<file path="src/rtl/llc_mem_read_arbiter.sv">
// llc_mem_read_arbiter: round-robin, burst-granular sharing of one AXI read port between two requesters.
// Optional burst-length check compiled in with LLC_RD_ARB_BURST_CHECK_EN.
module llc_mem_read_arbiter #(
    parameter int ADDR_WIDTH      = 64,
    parameter int DATA_WIDTH      = 64,
    parameter int BEATS_PER_BURST = 8
) (
    input  logic                  clk,
    input  logic                  reset,
    input  logic [ADDR_WIDTH-1:0] s0_axi_araddr,
    input  logic                  s0_axi_arvalid,
    output logic                  s0_axi_arready,
    output logic [DATA_WIDTH-1:0] s0_axi_rdata,
    output logic                  s0_axi_rvalid,
    output logic                  s0_axi_rlast,
    input  logic                  s0_axi_rready,
    input  logic [ADDR_WIDTH-1:0] s1_axi_araddr,
    input  logic                  s1_axi_arvalid,
    output logic                  s1_axi_arready,
    output logic [DATA_WIDTH-1:0] s1_axi_rdata,
    output logic                  s1_axi_rvalid,
    output logic                  s1_axi_rlast,
    input  logic                  s1_axi_rready,
    output logic [ADDR_WIDTH-1:0] m_axi_araddr,
    output logic                  m_axi_arvalid,
    input  logic                  m_axi_arready,
    input  logic [DATA_WIDTH-1:0] m_axi_rdata,
    input  logic                  m_axi_rvalid,
    input  logic                  m_axi_rlast,
    output logic                  m_axi_rready,
    output logic                  grant_id,
    output logic                  busy,
    output logic                  burst_err
);
    localparam int CW = $clog2(BEATS_PER_BURST) + 1;

    typedef enum logic [1:0] {IDLE, ADDR, DATA} state_t;

    state_t                state_q, state_d;
    logic                  last_grant_q, last_grant_d;
    logic                  grant_q, grant_d;
    logic [ADDR_WIDTH-1:0] addr_q, addr_d;
    logic [CW-1:0]         cnt_q, cnt_d, cnt_inc;
    logic                  win, accept, in_data, hs;

    // On a tie the requester that did not own the previous burst wins
    assign win     = (s0_axi_arvalid & s1_axi_arvalid) ? ~last_grant_q : ~s0_axi_arvalid;
    assign accept  = (state_q == IDLE) & (s0_axi_arvalid | s1_axi_arvalid);
    assign in_data = (state_q == DATA);
    assign hs      = in_data & m_axi_rvalid & m_axi_rready;
    assign cnt_inc = cnt_q + 1'b1;

    assign s0_axi_arready = accept & ~win;
    assign s1_axi_arready = accept & win;
    assign m_axi_arvalid  = (state_q == ADDR);
    assign m_axi_araddr   = addr_q;
    assign grant_id       = grant_q;
    assign busy           = (state_q != IDLE);
    assign m_axi_rready   = in_data & (grant_q ? s1_axi_rready : s0_axi_rready);
    assign s0_axi_rdata   = m_axi_rdata;
    assign s1_axi_rdata   = m_axi_rdata;
    assign s0_axi_rvalid  = in_data & ~grant_q & m_axi_rvalid;
    assign s1_axi_rvalid  = in_data & grant_q & m_axi_rvalid;
    assign s0_axi_rlast   = in_data & ~grant_q & m_axi_rlast;
    assign s1_axi_rlast   = in_data & grant_q & m_axi_rlast;

    always_comb begin
        state_d      = state_q;
        last_grant_d = last_grant_q;
        grant_d      = grant_q;
        addr_d       = addr_q;
        cnt_d        = cnt_q;
        case (state_q)
            IDLE: if (accept) begin
                state_d = ADDR;
                grant_d = win;
                addr_d  = win ? s1_axi_araddr : s0_axi_araddr;
                cnt_d   = '0;
            end
            ADDR: if (m_axi_arready) state_d = DATA;
            DATA: if (hs) begin
                cnt_d = cnt_inc;
                if (m_axi_rlast) begin
                    last_grant_d = grant_q;
                    state_d      = IDLE;
                end
            end
            default: state_d = IDLE;
        endcase
    end

    always_ff @(posedge clk) begin
        if (reset) begin
            state_q      <= IDLE;
            last_grant_q <= 1'b1;
            grant_q      <= 1'b0;
            addr_q       <= '0;
            cnt_q        <= '0;
        end else begin
            state_q      <= state_d;
            last_grant_q <= last_grant_d;
            grant_q      <= grant_d;
            addr_q       <= addr_d;
            cnt_q        <= cnt_d;
        end
    end

`ifdef LLC_RD_ARB_BURST_CHECK_EN
    localparam logic [CW-1:0] BEATS = CW'(BEATS_PER_BURST);
    logic err_q;
    // Flags a short/long rlast or any beat beyond the expected burst length
    always_ff @(posedge clk) begin
        if (reset) err_q <= 1'b0;
        else       err_q <= err_q | (hs & ((m_axi_rlast & (cnt_inc != BEATS)) | (cnt_q == BEATS)));
    end
    assign burst_err = err_q;
`else
    assign burst_err = 1'b0;
`endif

endmodule

</file>
<file path="config.mk">
export PLATFORM = sky130hd
export DESIGN_NAME = llc_mem_read_arbiter
export DESIGN_NICKNAME = d
export VERILOG_FILES = /design/src/rtl/llc_mem_read_arbiter.sv
export SDC_FILE = /design/constraint.sdc
export NUM_CORES = 1
export LEC_CHECK = 0
export BUFFER_PORTS_ARGS = -buffer_cell sky130_fd_sc_hd__buf_2
export CORE_AREA = 3 3 156 158
export CTS_BUF_LIST = sky130_fd_sc_hd__clkbuf_16
export CTS_CLUSTER_DIAMETER = 200
export CTS_CLUSTER_SIZE = 10
export DETAILED_ROUTE_END_ITERATION = 16
export DIE_AREA = 0 0 159 161
export GPL_TIMING_DRIVEN = 0
export SLEW_MARGIN = 15
export SYNTH_ARGS = -nofsm -noshare
export SYNTH_HDL_FRONTEND = slang
export SYNTH_SLANG_ARGS = --single-unit
export TNS_END_PERCENT = 1
</file>
<file path="constraint.sdc">
create_clock -name clk -period 2 [get_ports clk]
set_clock_uncertainty 0.1 [all_clocks]
set_input_delay 0.4 -clock clk [delete_from_list [all_inputs] [get_ports clk]]
set_output_delay 0.4 -clock clk [all_outputs]
set_load 0.05 [all_outputs]
</file>
==> out/results.md <==
| Item | Reported | Unit |
|---|---|---|
| Initial cell density of the core | 0.182 | - |
| Number of iterations in the first detailed-routing pass | 5 | - |
| Seq/Total Area, Yosys | 0.321 | - |
| Largest fanout on the critical path | 6 | - |
| Number of cells produced by synthesis | 541 | - |
| DRC Markers | 0 | - |
| Hold buffer count at CTS | 0 | - |
| Largest stage delay on the critical path | 0.37 | ns |
| Row count | 56 | - |
| Number of antenna diodes | 0 | - |
| Fin. Hold Viols | 0 | - |
| Worst EP arrival | 1.43 | ns |
| Sequential Area | 0.00137 | mm^2 |
| Worst R2R End | m_axi_araddr[9] | - |
| Number of nets in the finished design | 1093 | - |
| Detail Placement HPWL | 15700 | um |
| Die span in x | 159 | um |
| Global-route wire length before repair | 29800 | um |
| Status | finished, final reports clean | - |
| Setup Viol. Count Final | 0 | - |
| Startpoint of the lowest-slack register-to-register path | state_q[1] | - |
| Class of the tightest hold or removal check | primary input to register | - |
| Fraction of layout instances using a drive strength above 1 | 0.593 | - |
| Pwr Density | 810 | mW/mm^2 |
| Placeable core area | 0.0233 | mm^2 |
| Cell at the root of the clock tree | clkbuf_16 | - |
| Count of buffers inserted at the top-level ports | 337 | - |
| Largest cells by area after synthesis | dfxtp_1, buf_4, a31oi_1 | - |
| Worst setup slack for register-to-register paths | 0.28 | ns |
| Cell count of the worst reg-to-reg path | 7 | - |
| Kind of capture point of the worst setup path | output port | - |
| Synthesized area per cell | 7.84 | um^2 |
| Most used cell, CP | buf_6 | - |
| Number of filler cells placed in the layout | 2571 | - |
| CTS max path bufs | 2 | - |
| Routed wire per std cell | 16.6 | um |
| Total Routed Length | 20200 | um |
| Count of flip-flops with a built-in enable after synthesis | 0 | - |
| Number of global-route vias before repair | 5307 | - |
| Async SR Flop Fraction | 0 | - |
| Highest attainable clock frequency | 0.518 | GHz |
| Ports | 404 | - |
| Leakage power | 3.31 | nW |
| Cell with the most instances after synthesis | buf_4 | - |
| Worst-case vdd ir drop | 0.301 | mV |
| Hold Path End | state_q[1] | - |
| Top FF cell, synth | dfxtp_1 | - |
| Total congestion overflow | 0 | - |
| Count of cell types in the netlist | 24 | - |
| Data required time at the worst endpoint | 1.50 | ns |
| Critical hold path startpoint | m_axi_arready | - |
| Clock slew at the register clock pins of the worst setup and hold paths | 0.06 | ns |
| Number of pins exceeding their max-slew limit in the final report | 0 | - |
| Clock tree from TritonCTS | yes | - |
| Number of clock buffers inserted by TritonCTS | 9 | - |
| Total number of vias | 5341 | - |
| CTS H-tree lvls | 3 | - |
| Insertion delay to the later sink of the worst-skew pair | 0.33 | ns |
| Gp weighted congestion | 0.810 | - |
| Finished Core Util | 0.290 | - |
| Post-route ant nets | 0 | - |
| Commonest cells post-synth | buf_4, dfxtp_1, o21ai_1 | - |
| Total global-route track usage | 0.148 | - |
| Master of the slowest instance on the critical path | dfxtp_4 | - |
| Post-route setup slack | 0.0707 | ns |
| Cell type contributing the most total cell area after synthesis | dfxtp_1 | - |
| Total of flip-flops plus latches after synthesis | 68 | - |
| Final min period | 1.93 | ns |
| Cell area after synthesis | 0.00424 | mm^2 |
| Part of the cycle the worst path needs | 0.965 | - |
| Syn nets | 742 | - |
| Worst Tran Pin Value | 0.942 | ns |
| Share of the synthesized area in the top cell type | 0.321 | - |
| Vertical extent of the die | 161 | um |
| Depth of the worst hold-timing path | 3 | - |
| Number of sinks handled by clock tree synthesis | 68 | - |
| Critical Path, Cell by Cell | a211oi_4 > buf_6 > nand2_1 > inv_1 > buf_6 | - |
| Multi-input gate area in the final layout | 0.00164 | mm^2 |
| Layout Area Growth over Synthesis | 59.1 | % |
| Iteration-0 DRC Markers | 463 | - |
| Area enclosed by the die boundary | 0.0256 | mm^2 |
| Total of warnings raised by yosys | 0 | - |
| Largest net degree at the start of global routing | 20 | - |
| Initial antenna violation count | 0 | - |
| Number of max-cap violations | 0 | - |
| Critical Path Start Type | register | - |
| Worst-case setup slack after placement | -0.220 | ns |
| Detail-routed via count per cell | 4.39 | - |
| Worst setup path class | register to output port | - |
| Max-slew headroom at the worst pin | 0.372 | - |
==> cell usage in the layout (no fill, tap or decap), types with 2 or more instances in the layout <==
master	Yosys	final
nand2_1	5	5
clkbuf_1	21	19
nand4_1	64	64
buf_12	0	2
dfxtp_1	68	64
nor2_1	3	3
a31oi_1	64	64
buf_6	0	4
clkbuf_16	0	9
buf_2	26	357
nand3_1	64	64
bufinv_16	0	2
a21oi_1	3	3
dfxtp_2	0	3
clkinv_2	0	3
o21ai_1	67	67
inv_1	1	2
and3_1	3	3
buf_4	139	142
==> power by group <==
group	internal, mW	total (mW)	switching, mW
Clock	1.08	1.72	0.639
Sequential	1.48	1.55	0.0697
Combinational	0.657	2.20	1.54
==> stage by stage <==
stage	cells	cell area (um^2)	hold WS, ns	TNS [ns]	power, mW
detailed placement	1197	6330	0.391	-3.60	3.73
finish	1216	6740	0.210	0	5.46
global route	1216	6740	0.207	-0.00517	5.72
CTS	1209	6670	0.181	-0.0777	5.50
floorplan	541	4240	0.392	0	3.14
global placement	1197	6330	0.386	-3.51	3.73
==> state kept, by name (all words and copies together) (netlist names) <==
signal / cells
m_axi_araddr: 64
grant_id: 1
state_q: 2
last_grant_q: 1
==> worst max-delay path: cells and delay by family (launching register included) <==
| kind | cells | cell delay (ns) |
|---|---|---|
| DFF | 1 | 0.37 |
| AOI/OAI and AO/OA | 1 | 0.24 |
| and+or+nand+nor | 1 | 0.08 |
| buffers and inverters | 3 | 0.40 |
==> kinds of logic (layout without fill, tap and decap cells) <==
family	after synthesis	after routing	synth area share
muxes	1	1	0.00236
AOI/OAI and AO/OA	136	136	0.182
buffers and inverters	188	544	0.297
other	1	1	0.000885
and+or+nand+nor	147	147	0.196
DFF	68	68	0.321
==> timing repair <==
action | 4_1_cts | 5_1_grt
gates resized for setup | 15 | 10
buffers inserted | 1 | 6
endpoints found under the setup margin | 6 | 5
pin swaps | 1 | 2
hold endpoints to repair | 0 | 0
gates cloned | 0 | 1
==> worst max path at each step <==
stage / from / to / slack (ns) / depth (start not counted)
floorplan: grant_id / m_axi_rready / 0.13 / 2
global placement: s0_axi_arvalid / s0_axi_arready / -0.22 / 5
detailed placement: s0_axi_arvalid / s0_axi_arready / -0.22 / 5
CTS: state_q[1] / s1_axi_arready / -0.04 / 5
global route: last_grant_q / s1_axi_arready / -0.005 / 5
finish: state_q[1] / s1_axi_arready / 0.07 / 5
==> layer usage <==
layer,up-vias,global-route usage,wire [um]
li1,2556,-,-
met1,2478,0.180,8300
met2,281,0.256,9880
met3,26,0.0359,1560
met4,0,0.0501,476
met5,-,0,0
==> layout make-up <==
cell class | count | share of cell area
inverters | 2 | 0.00111
clock inverters | 7 | 0.0122
well taps | 319 | 0.0592
repair buffers | 345 | 0.261
clock buffers | 9 | 0.0334
plain buffers | 181 | 0.187
multi-input cells | 285 | 0.243
flip-flops and latches | 68 | 0.203
No activity file was read; power rests on OpenSTA's default activity.
